--- src/rtl/rpn_keypad_scanner.sv ---
// rpn_keypad_scanner: scans a 4x4 active-low matrix keypad, debounces whole scans and
// presents a single accepted key to rpn_stack as key_code plus a level-style intro.
// Optional auto-repeat is built when RPN_KEYPAD_AUTOREPEAT_EN is defined.

module rpn_keypad_scanner #(
    parameter int unsigned SCAN_DIV       = 1000,
    parameter int unsigned DEBOUNCE_SCANS = 4,
    parameter int unsigned REPEAT_DELAY   = 64,
    parameter int unsigned REPEAT_RATE    = 16
) (
    input  logic       clk,
    input  logic       rst_n,
    input  logic [3:0] row_n,
    output logic [3:0] col_n,
    output logic [4:0] key_code,
    output logic       intro
);

    localparam int unsigned    DivW    = (SCAN_DIV > 1) ? $clog2(SCAN_DIV) : 1;
    localparam logic [DivW-1:0] DivLast = DivW'(SCAN_DIV - 1);
    localparam logic [3:0]     DebLast = 4'(DEBOUNCE_SCANS);
    localparam logic [4:0]     CodeNop = 5'b10110;

    // Elaboration-time guard on the parameter ranges the scan/repeat timing relies on.
    if (SCAN_DIV < 4 || DEBOUNCE_SCANS < 1 || DEBOUNCE_SCANS > 15 ||
        REPEAT_RATE < 2 || REPEAT_DELAY < REPEAT_RATE) begin : gen_param_check
        $error("rpn_keypad_scanner: parameter out of range");
    end

    typedef enum logic [1:0] {
        StReleased,
        StPressDeb,
        StPressed,
        StRelDeb
    } state_e;

    // Key index is {column, row}; returns the rpn_stack in_num encoding.
    function automatic logic [4:0] key_to_code(input logic [3:0] k);
        logic [4:0] code;
        code = CodeNop;
        unique case (k)
            4'h0: code = 5'b00001;  // row0 col0 '1'
            4'h1: code = 5'b00100;  // row1 col0 '4'
            4'h2: code = 5'b00111;  // row2 col0 '7'
            4'h3: code = 5'b10100;  // row3 col0 UP
            4'h4: code = 5'b00010;  // row0 col1 '2'
            4'h5: code = 5'b00101;  // row1 col1 '5'
            4'h6: code = 5'b01000;  // row2 col1 '8'
            4'h7: code = 5'b00000;  // row3 col1 '0'
            4'h8: code = 5'b00011;  // row0 col2 '3'
            4'h9: code = 5'b00110;  // row1 col2 '6'
            4'hA: code = 5'b01001;  // row2 col2 '9'
            4'hB: code = 5'b10101;  // row3 col2 DOWN
            4'hC: code = 5'b10000;  // row0 col3 PLUS
            4'hD: code = 5'b10001;  // row1 col3 MINUS
            4'hE: code = 5'b10010;  // row2 col3 BACKS
            4'hF: code = 5'b10011;  // row3 col3 ENTER
            default: code = CodeNop;
        endcase
        return code;
    endfunction

    // ------------------------------------------------------------------
    // Row synchronizer and column scan
    // ------------------------------------------------------------------
    logic [3:0]      row_s1_q, row_s2_q;
    logic [DivW-1:0] div_q;
    logic [1:0]      col_q;
    logic [3:0]      col_n_q;
    logic [15:0]     snap_q;
    logic [15:0]     snap_full;
    logic [1:0]      col_nxt;
    logic            slot_last;
    logic            scan_done;

    // Two-flop synchronizer; rows idle high through the pull-ups.
    always_ff @(posedge clk or negedge rst_n) begin
        if (!rst_n) begin
            row_s1_q <= 4'hF;
            row_s2_q <= 4'hF;
        end else begin
            row_s1_q <= row_n;
            row_s2_q <= row_s1_q;
        end
    end

    // Slot timing and the snapshot as it will look once the current column is folded in.
    always_comb begin
        slot_last = (div_q == DivLast);
        scan_done = slot_last && (col_q == 2'd3);
        col_nxt   = col_q + 2'd1;
        snap_full = snap_q;
        for (int r = 0; r < 4; r++) begin
            snap_full[{col_q, 2'(r)}] = ~row_s2_q[r];
        end
    end

    // Column divider, one-cold column drive and snapshot capture.
    always_ff @(posedge clk or negedge rst_n) begin
        if (!rst_n) begin
            div_q   <= '0;
            col_q   <= 2'd0;
            col_n_q <= 4'b1110;
            snap_q  <= '0;
        end else if (slot_last) begin
            div_q   <= '0;
            col_q   <= col_nxt;
            col_n_q <= ~(4'b0001 << col_nxt);
            snap_q  <= snap_full;
        end else begin
            div_q   <= div_q + 1'b1;
        end
    end

    // ------------------------------------------------------------------
    // Snapshot classification
    // ------------------------------------------------------------------
    logic [4:0] hit_cnt;
    logic [3:0] hit_idx;
    logic       single;
    logic       cand_hit;

    state_e     state_q, state_d;
    logic [3:0] cand_q, cand_d;
    logic [3:0] cnt_q, cnt_d;
    logic [4:0] key_code_q, key_code_d;
    logic       intro_q, intro_d;

    // Count set bits and remember the (only meaningful when single) index.
    always_comb begin
        hit_cnt = '0;
        hit_idx = '0;
        for (int i = 0; i < 16; i++) begin
            if (snap_full[i]) begin
                hit_cnt = hit_cnt + 5'd1;
                hit_idx = 4'(i);
            end
        end
        single   = (hit_cnt == 5'd1);
        cand_hit = snap_full[cand_q];
    end

`ifdef RPN_KEYPAD_AUTOREPEAT_EN
    localparam int unsigned    HoldW     = $clog2(REPEAT_DELAY + 1);
    localparam logic [HoldW-1:0] RepDelay  = HoldW'(REPEAT_DELAY);
    localparam logic [HoldW-1:0] RepReload = HoldW'(REPEAT_DELAY - REPEAT_RATE);

    logic [HoldW-1:0] hold_q, hold_d;

    // Held-scan counter for auto-repeat.
    always_ff @(posedge clk or negedge rst_n) begin
        if (!rst_n) begin
            hold_q <= '0;
        end else begin
            hold_q <= hold_d;
        end
    end
`endif

    // ------------------------------------------------------------------
    // Debounce FSM
    // ------------------------------------------------------------------
    // Next-state and output logic; everything moves only on scan_done.
    always_comb begin
        state_d    = state_q;
        cand_d     = cand_q;
        cnt_d      = cnt_q;
        key_code_d = key_code_q;
        intro_d    = intro_q;
`ifdef RPN_KEYPAD_AUTOREPEAT_EN
        hold_d     = hold_q;
`endif
        if (scan_done) begin
            unique case (state_q)
                StReleased: begin
                    if (single) begin
                        cand_d = hit_idx;
                        cnt_d  = 4'd1;
                        if (DebLast == 4'd1) begin
                            state_d    = StPressed;
                            key_code_d = key_to_code(hit_idx);
                            intro_d    = 1'b1;
                            cnt_d      = '0;
`ifdef RPN_KEYPAD_AUTOREPEAT_EN
                            hold_d     = '0;
`endif
                        end else begin
                            state_d = StPressDeb;
                        end
                    end
                end
                StPressDeb: begin
                    // Any other key, multiple keys or none restarts the debounce.
                    if (single && (hit_idx == cand_q)) begin
                        cnt_d = cnt_q + 4'd1;
                        if (cnt_q + 4'd1 == DebLast) begin
                            state_d    = StPressed;
                            key_code_d = key_to_code(cand_q);
                            intro_d    = 1'b1;
                            cnt_d      = '0;
`ifdef RPN_KEYPAD_AUTOREPEAT_EN
                            hold_d     = '0;
`endif
                        end
                    end else begin
                        state_d = StReleased;
                        cnt_d   = '0;
                    end
                end
                StPressed: begin
                    if (!cand_hit) begin
`ifdef RPN_KEYPAD_AUTOREPEAT_EN
                        hold_d = '0;
`endif
                        if (DebLast == 4'd1) begin
                            state_d = StReleased;
                            intro_d = 1'b0;
                            cnt_d   = '0;
                        end else begin
                            state_d = StRelDeb;
                            cnt_d   = 4'd1;
                        end
                    end else begin
`ifdef RPN_KEYPAD_AUTOREPEAT_EN
                        // One-scan low pulse at REPEAT_DELAY, then every REPEAT_RATE scans.
                        hold_d = hold_q + 1'b1;
                        if (!intro_q) begin
                            intro_d = 1'b1;
                        end
                        if (hold_q + 1'b1 == RepDelay) begin
                            intro_d = 1'b0;
                            hold_d  = RepReload;
                        end
`endif
                    end
                end
                StRelDeb: begin
                    if (!cand_hit) begin
                        cnt_d = cnt_q + 4'd1;
                        if (cnt_q + 4'd1 == DebLast) begin
                            state_d = StReleased;
                            intro_d = 1'b0;
                            cnt_d   = '0;
                        end
                    end else begin
                        state_d = StPressed;
                        intro_d = 1'b1;
                        cnt_d   = '0;
                    end
                end
                default: begin
                    state_d = StReleased;
                    cnt_d   = '0;
                end
            endcase
        end
    end

    // FSM and output registers.
    always_ff @(posedge clk or negedge rst_n) begin
        if (!rst_n) begin
            state_q    <= StReleased;
            cand_q     <= '0;
            cnt_q      <= '0;
            key_code_q <= CodeNop;
            intro_q    <= 1'b0;
        end else begin
            state_q    <= state_d;
            cand_q     <= cand_d;
            cnt_q      <= cnt_d;
            key_code_q <= key_code_d;
            intro_q    <= intro_d;
        end
    end

    assign col_n    = col_n_q;
    assign key_code = key_code_q;
    assign intro    = intro_q;

endmodule

--- config.mk ---
export PLATFORM = sky130hd
export DESIGN_NAME = rpn_keypad_scanner
export DESIGN_NICKNAME = d
export VERILOG_FILES = /design/src/rtl/rpn_keypad_scanner.sv
export SDC_FILE = /design/constraint.sdc
export NUM_CORES = 1
export LEC_CHECK = 0
export BUFFER_PORTS_ARGS = -buffer_cell sky130_fd_sc_hd__buf_2
export CAP_MARGIN = 25
export CELL_PAD_IN_SITES_DETAIL_PLACEMENT = 2
export CELL_PAD_IN_SITES_GLOBAL_PLACEMENT = 2
export CORE_MARGIN = 2
export CORE_UTILIZATION = 36
export CTS_BUF_LIST = sky130_fd_sc_hd__clkbuf_16
export CTS_CLUSTER_DIAMETER = 200
export DETAILED_ROUTE_END_ITERATION = 10
export PLACE_DENSITY_LB_ADDON = 0.25
export SLEW_MARGIN = 20
export SYNTH_ARGS = -nofsm -noshare
export SYNTH_HDL_FRONTEND = slang
export SYNTH_SLANG_ARGS = --single-unit
--- constraint.sdc ---
create_clock -name clk -period 22.2 [get_ports clk]
set_clock_uncertainty 0.2 [all_clocks]
set_input_delay 5.55 -clock clk [delete_from_list [all_inputs] [get_ports clk]]
set_output_delay 5.55 -clock clk [all_outputs]
set_load 0.02 [all_outputs]
# Word-level counts from Yosys, hierarchy flattened
# Memories as Yosys holds them, arrays and structs flattened. A register that Yosys moved wholly into a read port is not among the register bits.
# Index checks and enable logic that the tools add are counted.
# word_totals
memories	1
regBits	51
rom_bits	80
output_inout_bits	10
# memory_table
memory	words	word_bits	rd	rd_ports_with_merged_regs	write_ports	line_no	source
(no name shown)	16	5	1	1	0	41	unique case (k)
# op_classes
magnitude_cmp	9
reduce_logical	14
n_mux	64
shifts	1
n_bitwise	5
n_addsub	18
n_eq_ne	14
# ops
operator	n
$mux 5	15
$mux 4	18
$add 5x1->5 const B	14
$bwmux 16	4
$lt 4x5->1 const B	5
$ge 4x1->1 const B	4
$pmux 4 s4	1
$mux 2	7
$mux 1	11
$add 10x1->10 const B	1
$eq 10x10->1 const B	1
$mux 10	1
$reduce_and 5->1	2
$demux 1 s2	4
$ne 2x2->1 const B	4
$pmux 2 s4	1
$eq 2x2->1 const B	3
$logic_and 1x1->1	6
$ne 3x3->1 const B	2
$reduce_and 3->1	2
$eq 5x1->1 const B	1
$add 4x1->4 const B	1
$bmux 1 s4	1
$eq 4x3->1 const B	1
12 further kinds	15

# Depth between registers and ports, before layout
# depth
depth_word	43
depth_mapped	58

# Worst setup path after synthesis
# OpenSTA, ideal clock, no wires.
# synth_path
kind	register to register
from	register col_q[0]
to	register cand_q[1]
period_less_slack_ns	9.963
t_arrival_ns	9.637
path_buffers	2
stages_incl_launch_ff	59
setup_slack_ns	12.237
path_cell_list	dfrtp_1 > inv_1 > ha_1 > buf_2 > or2_2 > a22oi_1 > a21o_1 > inv_1 > ha_1 > nand3_1 > o21ai_0 > ha_1 > o21ai_0 > o221ai_1 > ha_1 > inv_1 > mux2_2 > o221a_2 > [... 23 more ...] > nand2_1 > nand2_1 > ha_1 > mux2_2 > ha_1 > nor2_1 > nor2_1 > ha_1 > nand2_1 > mux2i_1 > nand3_1 > o21ai_0 > a21oi_1 > nor3_1 > nand2_1 > or4_1 > buf_2 > mux2_4
# synth_via
elab_chain_len	41
word_cells_on_any_way	73
# synth_rtl
item	line_no	source
from (decl)	68	logic [1:0] col_q;
from (signal assigned)	107	col_q <= col_nxt;
$lt 4x5->1 (not written as such) / $ge 4x1->1 (equally long branches)	94	snap_full[{col_q, 2'(r)}] = ~row_s2_q[r];
$logic_and 1x1->1 (not written as such)	94	
$mux 1 (not written as such)	94	
$demux 1 s2	94	
$bwmux 16 (4 in series)	94	
$mux 1	134	if (snap_full[i]) begin
$add 1x1->2	135	hit_cnt = hit_cnt + 5'd1;
$mux 5	134	
[... 22 more ...]	n/a	
$add 5x1->5	135	
$mux 5	134	
$add 5x1->5	135	
$mux 5	134	
$add 5x1->5	135	
$mux 5	134	
$eq 5x1->1	139	single = (hit_cnt == 5'd1);
$reduce_and 3->1 (no line)	n/a	
to (signal assigned)	269	cand_q <= cand_d;
to (decl)	124	logic [3:0] cand_q, cand_d;
# Several ways; a longest one is shown, not always the timed one.
# A chain may end at the register's enable or synchronous reset.

# Worst setup path in the final report
# layout_path
from	register col_q[0]
to	register cand_q[2]
# The elaborated chain is that of the path after synthesis.

==> results.md <==
* Setup TNS at 0 ns
* Clock Root Buffer: clkbuf_16
* Post-route ant nets at 0
* Crit path arrival time at 11.41 ns
* Initial antenna violation count at 0
* Period minus WS final at between 10 and 15 ns
* Core region area at around 12000 sq um
* Post-route clock period utilization at 51.49%
* Iteration count of the initial detailed-routing pass at 4
* Largest stage delay, worst path at between 0.6 and 0.7 ns
* Cell taking the most area after synthesis: dfrtp_1
* Starting Density at a little over a third
* Post-DP HPWL at 9442 microns
* Yosys cell types at 71
* Port Buf Inserts at 15
* Area contributors post-synth: dfrtp_1 (23%), dfstp_2 (8.1%), nand2_1 (6.5%)
* Die Wd at ~120 microns
* Max H-tree Level at 2
* Fillcell total at 1403
* CP top delay family: adder cells
* Post-Synthesis Cells at a little over 500
* Clk sinks at 56
* WL per Instance at 18.38 microns
* NetSw at 66.65 uW
* YS warnings at 0
* Outcome: finished, final reports clean
* Measured slew at the worst slew-check pin at about 0.89 ns
* Slowest cell on crit path: or4_1
* Via count at 3822
* Vias per std cell at 5.555
* Top cell type's share of synthesized area at 23.15%
* TritonCTS clock tree: done
* First-pass GRT wire length at 21560 microns
* Combinational Power Share at 18.4%
* CP bufs+invs at 7
* Number of I/O pins at 16
* EDFF count, synth at 0
* Non-Filler Instances at 688
* Clock Latency Late Sink at 0.30 ns
* Setup violations, final at 0
* Synth Register Bits at 56
* Post-CTS setup buffers at 0
* Top cells by count, synth: nand2_1 (79), dfrtp_1 (42), o21ai_0 (39)
* Critical path peak fanout at 9
* DIE HEIGHT at 116.3 microns
* Avg Synthesized Cell Area at between 8 and 9 sq um
* 1st-iter DRT viols at 99
* Critical Path End Type: register
* CP required at 22.18 ns
* Vias in the first global route at 4215
* Fmax at 87.48 MHz
* Mapped Area at 4539 sq um
* Type of the most critical hold path: reg2reg
* FP Rows at a little over 40
* Total design power at around 240 uW
* Sequential Power Share at 43.1%
* Post-CTS Resized at 0
* Largest net degree at the start of global routing at 57
* Antenna diode count at 0
* Most used flip-flop cell after synthesis: dfrtp_1
* Global route overflow at 0
* Internal power at 175.9 uW
* Layout area overhead at 8.820%
* RSZ-0062 raised after global routing: no
* Reg clk slew, reported paths at 0.08 ns
* Worst slew margin at 38.85%
* Most used cell along the critical path: ha_1
* Residual DRC count at 0
* Switching fraction of total power at 27.48%
* Maximum VDD drop at 0.00003774 V
* Crit Path Class: reg2reg
* Pins Over Slew Limit at 0
* Hold-fix buffers at CTS at 0
* Pleak at 2.201 nW
* Max Cap Viol at 0
* Clock power share at around two fifths
* Share of the yosys chip area belonging to registers at 31.26%
* Cell with the most instances after synthesis: nand2_1
* GRT Overall Usage at roughly a fifth
* WL final at around 13000 microns
* Post-Place Cells at 679
* CTS Buf Count at 5
* Post-Syn Nets at approximately 540
* Nets@finish at 541
* P per Cell Area at 49.09 nW/um^2
* Max clock buf depth at 2
* Final Hold Viols at 0
* Die area at ~14000 sq um
* Final GP Congestion at 0.7873
* Synth async-reset ratio at between 90% and 100%
* Startpoint Class: register
* Share of post-route cells with drive strength above 1 at between 10% and 20%
## cells in the final DEF, fill, tap and decap left out, drive strengths merged, types with 13 or more instances in the layout
cell / count
inv: 27
buf: 17
ha: 20
xnor2: 28
o21ai: 40
nand3: 14
xor2: 18
nand2: 79
a21oi: 21
dfrtp: 42
mux2: 13
nor2: 28
dfstp: 14
## registers in the layout, indices dropped and copies added (netlist names)
register  flops
div_q        10
state_q       2
col_q         2
cnt_q         4
row_s1_q      4
col_n         4
key_code      5
intro         1
snap_q       16
row_s2_q      4
cand_q        4
## final timing paths
kind,startpoint,end,slack (ns),cells past startpoint
worst min register to register,row_s1_q[0]$_DFF_PN1_,row_s2_q[0]$_DFF_PN1_,0.15,0
min in group asynchronous,rst_n,div_q[4]$_DFF_PN0_,5.18,2
max in group asynchronous,rst_n,snap_q[7]$_DFFE_PN0N_,16.13,2
worst min-delay path,row_s1_q[0]$_DFF_PN1_,row_s2_q[0]$_DFF_PN1_,0.15,0
worst max-delay path,col_q[0]$_DFFE_PN0N_,cand_q[2]$_DFFE_PN0P_,10.77,56
worst max register to register,col_q[0]$_DFFE_PN0N_,cand_q[2]$_DFFE_PN0P_,10.77,56
## metrics by stage
| stage | setup WS, ns | utilization (%) | hold slack (ns) | instance area, sq um |
|---|---|---|---|---|
| floorplan | 12.24 | - | 0.1452 | 4539 |
| global placement | 11.27 | 38.18 | 0.1482 | 4760 |
| detailed placement | 10.78 | 38.18 | 0.1490 | 4760 |
| CTS | 10.64 | 39.56 | 0.1594 | 4931 |
| global route | 9.832 | 39.63 | 0.1598 | 4940 |
| finish | 10.77 | 39.63 | 0.1524 | 4940 |
## power groups by stage
stage / registers (mW) / clock network (mW) / logic, mW
after floorplan: 0.106 / 0 / 0.0335
after global placement: 0.107 / 0 / 0.0420
after detailed placement: 0.107 / 0 / 0.0448
after CTS: 0.105 / 0.0964 / 0.0454
after global routing: 0.105 / 0.0994 / 0.0510
final: 0.105 / 0.0933 / 0.0445
## cells by family after synthesis
| kind of cell | synth area share, % |
|---|---|
| buf+inv | 4.024 |
| simple gates | 20.48 |
| fa+ha+maj | 5.513 |
| compound gates | 16.81 |
| xor+xnor | 13.75 |
| mux | 8.159 |
| flops | 31.26 |
## metal layers
layer	part of all wire, %	up-vias	global-route usage [%]
li1	-	1832	-
met1	46	1955	25.88
met2	52	28	37.44
met3	1.0	7	1.401
met4	0.69	0	3.413
met5	0	-	0
## layout make-up
cell class	count	area [sq um]	share of cell area, %
multi-input cells	408	2939	59.50
flip-flops and latches	56	1419	28.72
well taps	172	215.2	4.357
clock buffers	5	125.1	2.533
repair buffers	18	97.59	1.976
inverters	26	97.59	1.976
clock inverters	3	46.29	0.9372
Power figures use the tool's default switching activity.
